--- src/rtl/fetch_pkg.sv ---
// Shared types and constants for the instruction fetch stage and users of the
// memory read port.
package fetch_pkg;

    typedef enum logic [1:0] {
        ST_IDLE,
        ST_REQ,
        ST_RECV,
        ST_FAULT
    } fetch_state_e;

    localparam logic [1:0] ACCESS_WORD   = 2'd0;
    localparam logic [1:0] ACCESS_BURST4 = 2'd1;
    localparam logic       MEM_READ      = 1'b1;
    localparam logic       MEM_WRITE     = 1'b0;

    localparam int QUEUE_DEPTH = 4;

    typedef struct packed {
        logic [31:0] pc;
        logic [31:0] insn;
    } fetch_entry_t;

    function automatic logic [2:0] access_words(input logic [1:0] size);
        return (size == ACCESS_BURST4) ? 3'd4 : 3'd1;
    endfunction

endpackage

--- src/rtl/fetch_if.sv ---
// Memory read port, decode handshake and redirect/fault signals of the fetch
// stage. The fetch unit is the master; memory/decode/branch logic is the slave.
interface fetch_if;
    logic        mem_enable;
    logic        mem_rd_wr;
    logic [31:0] mem_addr;
    logic [1:0]  mem_access_size;
    logic        mem_busy;
    logic [31:0] mem_data_out;

    logic        redirect;
    logic [31:0] redirect_pc;

    logic        insn_valid;
    logic [31:0] insn;
    logic [31:0] insn_pc;
    logic        insn_ready;
    logic        fetch_fault;

    modport master (
        output mem_enable, mem_rd_wr, mem_addr, mem_access_size,
        input  mem_busy, mem_data_out,
        input  redirect, redirect_pc,
        output insn_valid, insn, insn_pc, fetch_fault,
        input  insn_ready
    );

    modport slave (
        input  mem_enable, mem_rd_wr, mem_addr, mem_access_size,
        output mem_busy, mem_data_out,
        output redirect, redirect_pc,
        input  insn_valid, insn, insn_pc, fetch_fault,
        output insn_ready
    );
endinterface

--- src/rtl/insn_queue.sv ---
// Small FIFO of fetched {pc, insn} entries; flush is synchronous and overrides
// push and pop in the same cycle.
module insn_queue
    import fetch_pkg::*;
(
    input  logic         clk,
    input  logic         reset,
    input  logic         push_i,
    input  fetch_entry_t push_data_i,
    input  logic         pop_i,
    input  logic         flush_i,
    output fetch_entry_t head_o,
    output logic         empty_o,
    output logic         full_o
);

    localparam int PTR_W = $clog2(QUEUE_DEPTH);
    localparam int CNT_W = PTR_W + 1;

    fetch_entry_t     mem_q [QUEUE_DEPTH];
    logic [PTR_W-1:0] wr_ptr_q, wr_ptr_d;
    logic [PTR_W-1:0] rd_ptr_q, rd_ptr_d;
    logic [CNT_W-1:0] count_q, count_d;
    logic             do_push;
    logic             do_pop;

    assign empty_o = (count_q == '0);
    assign full_o  = (count_q == CNT_W'(QUEUE_DEPTH));
    assign do_push = push_i && !full_o && !flush_i;
    assign do_pop  = pop_i && !empty_o && !flush_i;
    assign head_o  = mem_q[rd_ptr_q];

    // NOTE: every variable written here gets a default first, otherwise paths
    // that skip an assignment would infer a latch.
    always_comb begin
        wr_ptr_d = wr_ptr_q;
        rd_ptr_d = rd_ptr_q;
        count_d  = count_q;
        if (flush_i) begin
            wr_ptr_d = '0;
            rd_ptr_d = '0;
            count_d  = '0;
        end else begin
            if (do_push) wr_ptr_d = wr_ptr_q + PTR_W'(1);
            if (do_pop)  rd_ptr_d = rd_ptr_q + PTR_W'(1);
            count_d = count_q + CNT_W'(do_push) - CNT_W'(do_pop);
        end
    end

    // NOTE: state registers use non-blocking assignments so every flop samples
    // the pre-edge values regardless of process ordering.
    always_ff @(posedge clk) begin
        if (reset) begin
            wr_ptr_q <= '0;
            rd_ptr_q <= '0;
            count_q  <= '0;
        end else begin
            wr_ptr_q <= wr_ptr_d;
            rd_ptr_q <= rd_ptr_d;
            count_q  <= count_d;
        end
    end

    // NOTE: the storage array is deliberately not reset; occupancy is tracked
    // by the pointers/count, and the head is masked while the queue is empty.
    always_ff @(posedge clk) begin
        if (do_push) mem_q[wr_ptr_q] <= push_data_i;
    end

endmodule

--- src/rtl/fetch_unit.sv ---
// Instruction fetch stage: keeps the PC, issues word-aligned burst/single reads,
// buffers returned words and hands them to decode; redirects flush everything.
module fetch_unit
    import fetch_pkg::*;
#(
    parameter logic [31:0] RESET_PC  = 32'h0000_0000,
    parameter int unsigned MEM_BYTES = 1048576
) (
    input  logic     clk,
    input  logic     reset,
    fetch_if.master  bus
);

    localparam logic [31:0] MEM_LIMIT   = MEM_BYTES[31:0];
    localparam logic [31:0] BURST_LIMIT = MEM_LIMIT - 32'd16;

    fetch_state_e state_q, state_d;
    logic [31:0]  fetch_pc_q, fetch_pc_d;
    logic [2:0]   words_left_q, words_left_d;
    logic         squash_q, squash_d;
    logic         mem_enable_q, mem_enable_d;
    logic [31:0]  mem_addr_q, mem_addr_d;
    logic [1:0]   mem_size_q, mem_size_d;
    logic         fault_q, fault_d;

    logic         accepted;
    logic         pc_bad;
    logic         insn_valid;
    logic         q_push, q_pop, q_empty, q_full;
    fetch_entry_t q_push_data, q_head;

    assign accepted   = mem_enable_q && !bus.mem_busy;
    assign pc_bad     = (fetch_pc_q[1:0] != 2'b00) || (fetch_pc_q >= MEM_LIMIT);
    assign insn_valid = !q_empty && (state_q != ST_FAULT);
    assign q_pop      = insn_valid && bus.insn_ready && !bus.redirect;

    always_comb begin
        state_d      = state_q;
        fetch_pc_d   = fetch_pc_q;
        words_left_d = words_left_q;
        squash_d     = squash_q;
        mem_enable_d = mem_enable_q;
        mem_addr_d   = mem_addr_q;
        mem_size_d   = mem_size_q;
        fault_d      = fault_q;
        q_push       = 1'b0;
        q_push_data  = '{pc: fetch_pc_q, insn: bus.mem_data_out};

        unique case (state_q)
            ST_IDLE: begin
                if (bus.redirect) begin
                    state_d = ST_IDLE;
                end else if (pc_bad) begin
                    state_d = ST_FAULT;
                    fault_d = 1'b1;
                end else if (q_empty) begin
                    state_d      = ST_REQ;
                    mem_enable_d = 1'b1;
                    mem_addr_d   = fetch_pc_q;
                    mem_size_d   = (fetch_pc_q <= BURST_LIMIT) ? ACCESS_BURST4 : ACCESS_WORD;
                end
            end
            ST_REQ: begin
                // A request accepted in the same cycle as a redirect still
                // returns data, so it drains as a squashed burst.
                if (accepted) begin
                    state_d      = ST_RECV;
                    mem_enable_d = 1'b0;
                    words_left_d = access_words(mem_size_q);
                    squash_d     = bus.redirect;
                end else if (bus.redirect) begin
                    state_d      = ST_IDLE;
                    mem_enable_d = 1'b0;
                end
            end
            ST_RECV: begin
                q_push       = !squash_q && !bus.redirect && !q_full;
                words_left_d = words_left_q - 3'd1;
                if (!squash_q) fetch_pc_d = fetch_pc_q + 32'd4;
                if (words_left_q == 3'd1) begin
                    state_d  = ST_IDLE;
                    squash_d = 1'b0;
                end else if (bus.redirect) begin
                    squash_d = 1'b1;
                end
            end
            ST_FAULT: begin
                if (bus.redirect) state_d = ST_IDLE;
            end
            default: state_d = ST_IDLE;
        endcase

        if (bus.redirect) begin
            fetch_pc_d = bus.redirect_pc;
            fault_d    = 1'b0;
        end
    end

    always_ff @(posedge clk) begin
        if (reset) begin
            state_q      <= ST_IDLE;
            fetch_pc_q   <= RESET_PC;
            words_left_q <= '0;
            squash_q     <= 1'b0;
            mem_enable_q <= 1'b0;
            mem_addr_q   <= RESET_PC;
            mem_size_q   <= ACCESS_WORD;
            fault_q      <= 1'b0;
        end else begin
            state_q      <= state_d;
            fetch_pc_q   <= fetch_pc_d;
            words_left_q <= words_left_d;
            squash_q     <= squash_d;
            mem_enable_q <= mem_enable_d;
            mem_addr_q   <= mem_addr_d;
            mem_size_q   <= mem_size_d;
            fault_q      <= fault_d;
        end
    end

    insn_queue u_queue (
        .clk        (clk),
        .reset      (reset),
        .push_i     (q_push),
        .push_data_i(q_push_data),
        .pop_i      (q_pop),
        .flush_i    (bus.redirect),
        .head_o     (q_head),
        .empty_o    (q_empty),
        .full_o     (q_full)
    );

    assign bus.mem_enable      = mem_enable_q;
    assign bus.mem_rd_wr       = MEM_READ;
    assign bus.mem_addr        = mem_addr_q;
    assign bus.mem_access_size = mem_size_q;
    assign bus.insn_valid      = insn_valid;
    assign bus.insn            = insn_valid ? q_head.insn : 32'd0;
    assign bus.insn_pc         = insn_valid ? q_head.pc : 32'd0;
    assign bus.fetch_fault     = fault_q;

endmodule

--- src/flat_wrapper.sv ---
// flat-port wrapper written by rule: the top's interface ports become plain ports
module fetch_unit_flat import fetch_pkg::*;
#(
    parameter logic [31:0] RESET_PC  = 32'h0000_0000,
    parameter int unsigned MEM_BYTES = 1048576
)
  (clk, reset, bus_mem_enable, bus_mem_rd_wr, bus_mem_addr, bus_mem_access_size, bus_mem_busy, bus_mem_data_out, bus_redirect, bus_redirect_pc, bus_insn_valid, bus_insn, bus_insn_pc, bus_fetch_fault, bus_insn_ready);
  fetch_if bus_i ();
  input  logic clk;
  input  logic reset;
  output wire logic [$bits(bus_i.mem_enable)-1:0] bus_mem_enable;
  output wire logic [$bits(bus_i.mem_rd_wr)-1:0] bus_mem_rd_wr;
  output wire logic [$bits(bus_i.mem_addr)-1:0] bus_mem_addr;
  output wire logic [$bits(bus_i.mem_access_size)-1:0] bus_mem_access_size;
  input wire logic [$bits(bus_i.mem_busy)-1:0] bus_mem_busy;
  input wire logic [$bits(bus_i.mem_data_out)-1:0] bus_mem_data_out;
  input wire logic [$bits(bus_i.redirect)-1:0] bus_redirect;
  input wire logic [$bits(bus_i.redirect_pc)-1:0] bus_redirect_pc;
  output wire logic [$bits(bus_i.insn_valid)-1:0] bus_insn_valid;
  output wire logic [$bits(bus_i.insn)-1:0] bus_insn;
  output wire logic [$bits(bus_i.insn_pc)-1:0] bus_insn_pc;
  output wire logic [$bits(bus_i.fetch_fault)-1:0] bus_fetch_fault;
  input wire logic [$bits(bus_i.insn_ready)-1:0] bus_insn_ready;
  assign bus_mem_enable = bus_i.mem_enable;
  assign bus_mem_rd_wr = bus_i.mem_rd_wr;
  assign bus_mem_addr = bus_i.mem_addr;
  assign bus_mem_access_size = bus_i.mem_access_size;
  assign bus_i.mem_busy = bus_mem_busy;
  assign bus_i.mem_data_out = bus_mem_data_out;
  assign bus_i.redirect = bus_redirect;
  assign bus_i.redirect_pc = bus_redirect_pc;
  assign bus_insn_valid = bus_i.insn_valid;
  assign bus_insn = bus_i.insn;
  assign bus_insn_pc = bus_i.insn_pc;
  assign bus_fetch_fault = bus_i.fetch_fault;
  assign bus_i.insn_ready = bus_insn_ready;
  fetch_unit #(.RESET_PC(RESET_PC), .MEM_BYTES(MEM_BYTES)) u_core (.clk(clk), .reset(reset), .bus(bus_i));
endmodule
--- config.mk ---
export PLATFORM = sky130hd
export DESIGN_NAME = fetch_unit_flat
export DESIGN_NICKNAME = d
export VERILOG_FILES = /design/src/rtl/fetch_pkg.sv /design/src/rtl/fetch_if.sv /design/src/rtl/insn_queue.sv /design/src/rtl/fetch_unit.sv /design/src/flat_wrapper.sv
export SDC_FILE = /design/constraint.sdc
export NUM_CORES = 1
export LEC_CHECK = 0
export CAP_MARGIN = 25
export CORE_MARGIN = 4
export CORE_UTILIZATION = 60
export DETAILED_ROUTE_END_ITERATION = 8
export PLACE_DENSITY = 0.85
export RECOVER_POWER = 25
export SLEW_MARGIN = 20
export SYNTH_ARGS = -nofsm -noshare
export SYNTH_HDL_FRONTEND = slang
export SYNTH_SLANG_ARGS = --single-unit
export TNS_END_PERCENT = 20
--- constraint.sdc ---
create_clock -name clk -period 6 [get_ports clk]
set_clock_uncertainty 0.15 [all_clocks]
set_input_delay 1.2 -clock clk [delete_from_list [all_inputs] [get_ports clk]]
set_output_delay 1.2 -clock clk [all_outputs]
set_load 0.01 [all_outputs]
==> results.sh, run 1 <==
export IMPL_clock_sinks=338
export IMPL_syn_inst=899
export IMPL_power_density_nw_per_um2=303
export IMPL_synth_area_per_cell_um2=15.3
export IMPL_max_slew_worst_pin_slew_ns=0.917
export IMPL_synth_area_top_cells="edfxtp_1 56%, dfxtp_1 12%, mux4_2 10%"
export IMPL_syn_area_um2=13800
export IMPL_synth_cell_types=63
export IMPL_gp_congestion=0.848
export IMPL_drc_errors=0
export IMPL_place_inst=1303
export IMPL_clkTransAtPathRegs_ns=0.06
export IMPL_ios=171
export IMPL_syn2layout_area_growth_pct=22.7
export IMPL_grt_max_degree=68
export IMPL_syn_num_nets=979
export IMPL_post_dp_cell_area_um2=15600
export IMPL_h_tree_depth=2
export IMPL_n_fill_cell=1361
export IMPL_antenna_found_initial=0
export IMPL_period_minus_slack_ns=4.18
export IMPL_end_kind="primary output"
export IMPL_crit_path_cell_trace="buf_12 > mux4_2 > and3_1 > clkdlybuf4s50_1"
export IMPL_layout_drive_gt1_share_pct=14.1
export IMPL_cp_start_kind="flop"
export IMPL_rsz0062_at_grt="false"
export IMPL_worstPathMaxFanout=42
export IMPL_cp_slowest_cell="dfxtp_4"
export IMPL_setup_viol=0
export IMPL_grt_pass1_vias=8495
export IMPL_wl_mm=30.1
export IMPL_insertion_delay_ns=0.51
export IMPL_via_per_inst=6.21
export IMPL_stdcell_area_um2=16900
export IMPL_yosysMostFrequentCell="edfxtp_1"
export IMPL_synth_top_cell_area_share_pct=55.9
export IMPL_fin_nets=1136
export IMPL_synthArstFlopShare_pct=0
export IMPL_critPathBufInv=2
export IMPL_routedWlPerCell_um=22.1
export IMPL_cts_root_buf="clkbuf_16"
export IMPL_critPathTopFamily="buffers and inverters"
export IMPL_drv_slew=0
export IMPL_synth_top_cells_by_count="256 x edfxtp_1, 82 x dfxtp_1, 70 x and3_1"
export IMPL_coreArea_um2=22600
export IMPL_fin_crit_sh_pct=69.7
export IMPL_power_w=0.00512
export IMPL_yosys_warnings=0
export IMPL_ctsResizeCount=0
export IMPL_ir_worst_vdd_mv=0.235
export IMPL_design_die_area_um2=25400
export IMPL_finalNonFillerCells=1363
export IMPL_fp_row_count=55
export IMPL_gr_total_overflow=0
export IMPL_hold_violations=0
export IMPL_slew_headroom_pct=38.9
export IMPL_post_cts_buffers=0
export IMPL_numCtsBuffers=35
export IMPL_power_leakage_nw=5.74
export IMPL_max_freq_ghz=0.239
export IMPL_grt_pass1_wl_mm=48.2
export IMPL_critPathRequiredTime_ns=4.65
export IMPL_timing_max_cap_violations=0
export IMPL_synth_edf_count=256
export IMPL_start_util_pct=61.0
export IMPL_synth_ff_type="edfxtp_1"
export IMPL_yosysSeqAreaShare_pct=67.8
export IMPL_setup_tns_ns=0
export IMPL_crit_arrival_ns=2.83
export IMPL_critical_path_class="flop to primary output"
export IMPL_first_iter_violations=901
export IMPL_die_width_um=159
export IMPL_grt_usage_pct=23.7
export IMPL_cpPeakStageDelay_ns=0.64
export IMPL_min_path_type="flop to flop"
export IMPL_clockBufferDepth=3
export IMPL_synth_seq_cells=338
export IMPL_ctsHoldBuffers=0
export IMPL_drtAntennaViolNets=0
export IMPL_num_vias=8464
export IMPL_yosysTopAreaCell="edfxtp_1"
export IMPL_io_buffers=168
export IMPL_diodes=0
export IMPL_cts_tree="done"
export IMPL_status="finished, final reports clean"
export IMPL_die_h_um=159
export IMPL_place_hpwl_mm=18.6
export IMPL_drt_pass1_iter_count=5
[report_power, final]
group | leakage, nW | total, W | internal (W) | switching [W]
combinational | 2.16 | 0.000252 | 0.000121 | 0.000131
clock | 0.586 | 0.00225 | 0.00138 | 0.000865
sequential | 3.00 | 0.00262 | 0.00256 | 0.0000577
total | 5.74 | 0.00512 | 0.00406 | 0.00105
[registers in the layout, summed over array words and instances, names as in the netlist, named ones only]
name,count
u_core.squash_q,1
u_core.bus.mem_addr,32
u_core.words_left_q,3
u_core.state_q,2
u_core.bus.mem_access_size,1
u_core.u_queue.wr_ptr_q,2
u_core.fetch_pc_q,32
u_core.bus.fetch_fault,1
u_core.u_queue.mem_q,256
u_core.bus.mem_enable,1
u_core.u_queue.rd_ptr_q,2
u_core.u_queue.count_q,3
[metrics by stage]
step	util, %	hold WS (ns)	setup slack, ns
3_3_place_gp	69.3	0.291	2.11
3_5_place_dp	69.3	0.296	2.05
2_1_floorplan	-	0.304	2.22
5_1_grt	74.8	0.340	1.61
4_1_cts	74.7	0.310	1.49
6_report	74.8	0.307	1.82
[cell families (layout without fill, tap and decap cells)]
logic type               Yosys count  after routing  synth area share, %
other                              2              2               0.0546
XOR/XNOR                          15             15                0.955
flip-flops                       338            338                 67.8
buffers and inverters             86            265                 2.58
AND/OR/NAND/NOR                  268            268                 11.3
AO/OA/AOI/OAI                    111            111                 5.48
adder cells (fa/ha/maj)           11             11                 1.05
multiplexers                      68             68                 10.8
[area by class of cell]
cell class	count	area, um2	area share (%)
well taps	285	357	2.11
flip-flops and latches	338	9330	55.3
multi-input cells	475	4090	24.2
clock buffers	45	990	5.86
clock inverters	14	219	1.30
inverters	24	90.1	0.534
repair buffers	182	1800	10.7
[final timing paths]
kind	from	depth (start not counted)	slack [ns]	end
max	flop	4	1.82	bus_insn_pc[18]
min	u_core.bus.mem_addr[31]$_SDFFE_PP0P_	1	0.31	u_core.bus.mem_addr[31]$_SDFFE_PP0P_
max reg2reg	u_core.state_q[1]$_SDFFE_PP0P_	11	2.73	u_core.u_queue.count_q[2]$_SDFF_PP0_
min reg2reg	u_core.bus.mem_addr[31]$_SDFFE_PP0P_	1	0.31	u_core.bus.mem_addr[31]$_SDFFE_PP0P_
[cells in the final DEF (no fill, tap or decap), drive strengths merged, types with 8 or more instances in the layout]
cell	count
and2	22
and4	13
edfxtp	256
nand3	26
nor3	11
nand4	11
ha	10
mux4	64
clkdlybuf4s50	154
xnor2	11
inv	24
dfxtp	82
nor2	46
buf	16
nor4	12
a21oi	34
a211oi	17
nand2	28
clkbuf	45
clkinv	8
and3	70
a2111oi	10
o21ai	27
dlygate4sd3	12
[metal layers]
layer  vias to the layer above  part of all wire, %  wire length [um]  track usage (%)
met2                       378                   49             14700             38.2
met5                         -                    0                 0                0
met4                         0                  2.1               626             5.92
met1                      4221                   42             12600             34.1
met3                        50                  7.3              2190             4.74
li1                       3815                    -                 -                -
No activity file was read; power rests on OpenSTA's default activity.
==> run 2: changes to the inputs <==
- CORE_UTILIZATION: 60 -> 55
- PLACE_DENSITY: 0.85 -> 0.79
- clock period: 6 -> 4.2 ns (I/O delays scaled with it)
==> results.sh, run 2 (same netlist as run 1, synthesis figures left out) <==
export IMPL_coreArea_um2=24500
export IMPL_stdcell_area_um2=16900
export IMPL_top_register="u_core.u_queue.mem_q"
export IMPL_timing_max_cap_violations=0
export IMPL_rsz0062_at_grt="false"
export IMPL_status="finished, final reports clean"
export IMPL_drtAntennaViolNets=0
export IMPL_cp_start_kind="flop"
export IMPL_ctsHoldBuffers=0
export IMPL_clkTransAtPathRegs_ns=0.06
export IMPL_diodes=0
export IMPL_largest_reg_flops=256
export IMPL_p_clk_share_pct=40.8
export IMPL_cts_root_buf="clkbuf_16"
export IMPL_antenna_found_initial=0
export IMPL_layout_drive_gt1_share_pct=13.6
export IMPL_hold_violations=0
export IMPL_setup_viol=0
export IMPL_critPathRequiredTime_ns=3.21
export IMPL_reg2reg_setup_slack_ns=1.01
export IMPL_max_freq_ghz=0.266
export IMPL_ir_worst_vdd_mv=0.283
export IMPL_fin_nets=1141
export IMPL_period_minus_slack_ns=3.76
export IMPL_setup_tns_ns=0
export IMPL_final_cell_mix="256 x edfxtp_1, 153 x clkdlybuf4s50_1, 80 x dfxtp_1"
export IMPL_crit_end="bus_insn_pc[12]"
export IMPL_r2r_start="u_core.state_q[1]$_SDFFE_PP0P_"
export IMPL_crit_arrival_ns=2.77
export IMPL_syn2layout_area_growth_pct=22.9
export IMPL_post_dp_cell_area_um2=15900
export IMPL_slew_headroom_pct=46.8
export IMPL_wl_mm=31.2
export IMPL_gr_total_overflow=0
export IMPL_drv_slew=0
export IMPL_p_switching_w=0.00145
export IMPL_ff2ff_path_depth=11
export IMPL_fin_crit_sh_pct=89.6
export IMPL_die_h_um=166
export IMPL_p_sw_share_pct=20.9
export IMPL_clockBufferDepth=3
export IMPL_pwr_share_seq_pct=53.9
export IMPL_insertion_delay_ns=0.50
export IMPL_grt_usage_pct=22.2
export IMPL_worstPathMaxFanout=22
export IMPL_via_per_inst=6.04
export IMPL_end_kind="primary output"
export IMPL_place_hpwl_mm=19.8
export IMPL_p_int_w=0.00550
export IMPL_numCtsBuffers=35
export IMPL_die_width_um=166
export IMPL_design_die_area_um2=27600
export IMPL_clock_sinks=338
export IMPL_power_leakage_nw=5.70
export IMPL_grt_pass1_wl_mm=48.6
export IMPL_ios=171
export IMPL_routedWlPerCell_um=22.2
export IMPL_fp_row_count=57
export IMPL_critical_path_class="flop to primary output"
export IMPL_grt_max_degree=65
export IMPL_pwr_share_comb_pct=5.3
export IMPL_cts_tree="done"
export IMPL_io_buffers=168
export IMPL_ctsResizeCount=0
export IMPL_gp_congestion=0.809
export IMPL_power_density_nw_per_um2=411
export IMPL_h_tree_depth=2
export IMPL_drt_pass1_iter_count=5
export IMPL_r2r_end="u_core.u_queue.count_q[2]$_SDFF_PP0_"
export IMPL_first_iter_violations=852
export IMPL_post_cts_buffers=0
export IMPL_min_path_type="flop to flop"
export IMPL_grt_pass1_vias=8289
export IMPL_drc_errors=0
export IMPL_num_vias=8506
export IMPL_final_common_cell="edfxtp_1"
export IMPL_hold_depth=1
export IMPL_start_util_pct=56.3
export IMPL_max_slew_worst_pin_slew_ns=0.798
==> run 2: cell count changes in the layout (fill, tap and decap cells not counted), sizes merged <==
cell	previous run	this run
clkinv	8	12
clkinvlp	1	0
clkdlybuf4s50	154	153
dlygate4sd3	12	13
clkbuf	45	47
bufinv	5	2
buf	16	21
==> run 2: layer usage <==
metal	routed length, um	global-route usage, %	vias up	part of all wire [%]
li1	-	-	3833	-
met1	13300	32.2	4275	43
met2	15200	35.2	361	49
met3	2180	4.50	37	7.0
met4	551	5.09	0	1.8
met5	0	0	-	0
==> run 2: power by group through the flow <==
stage | clock, W | sequential (W) | combinational [W]
after detailed placement | 0 | 0.00381 | 0.000369
after global placement | 0 | 0.00380 | 0.000362
final | 0.00284 | 0.00374 | 0.000368
after global routing | 0.00306 | 0.00375 | 0.000400
after CTS | 0.00288 | 0.00374 | 0.000372
after floorplan | 0 | 0.00377 | 0.000207
==> run 2: per-stage QoR <==
stage	cells	total power (W)	worst slack [ns]	util, %	hold slack (ns)
2_1_floorplan	899	0.00398	0.784	-	0.304
3_3_place_gp	1348	0.00416	0.970	64.9	0.291
3_5_place_dp	1348	0.00418	0.928	64.9	0.293
4_1_cts	1409	0.00699	0.368	69.1	0.311
5_1_grt	1409	0.00720	0.255	69.1	0.328
6_report	1409	0.00695	0.436	69.1	0.306
==> run 2: worst min path at each step <==
stage,start,slack (ns),to
4_1_cts,u_core.bus.mem_addr[31]$_SDFFE_PP0P_,0.31,u_core.bus.mem_addr[31]$_SDFFE_PP0P_
5_1_grt,u_core.bus.mem_addr[0]$_SDFFE_PP0P_,0.33,u_core.bus.mem_addr[0]$_SDFFE_PP0P_
6_report,u_core.bus.mem_addr[31]$_SDFFE_PP0P_,0.31,u_core.bus.mem_addr[31]$_SDFFE_PP0P_
2_1_floorplan,u_core.words_left_q[1]$_SDFFE_PP0P_,0.30,u_core.words_left_q[1]$_SDFFE_PP0P_
3_5_place_dp,u_core.bus.mem_addr[30]$_SDFFE_PP0P_,0.29,u_core.bus.mem_addr[30]$_SDFFE_PP0P_
3_3_place_gp,u_core.bus.mem_addr[27]$_SDFFE_PP0P_,0.29,u_core.bus.mem_addr[27]$_SDFFE_PP0P_
==> run 2: layout make-up <==
class / instances / area (um2)
flip-flops and latches: 338 / 9330
fillers: 1605 / 7550
multi-input cells: 475 / 4090
repair buffers: 187 / 1950
clock buffers: 47 / 921
well taps: 324 / 405
clock inverters: 14 / 119
inverters: 24 / 90.1
==> run 2: worst max-delay path: stages (launching register included) <==
cell	delay, ns
dfxtp_4	0.65
buf_4	0.35
mux4_2	0.55
and3_1	0.20
clkdlybuf4s50_1	0.49
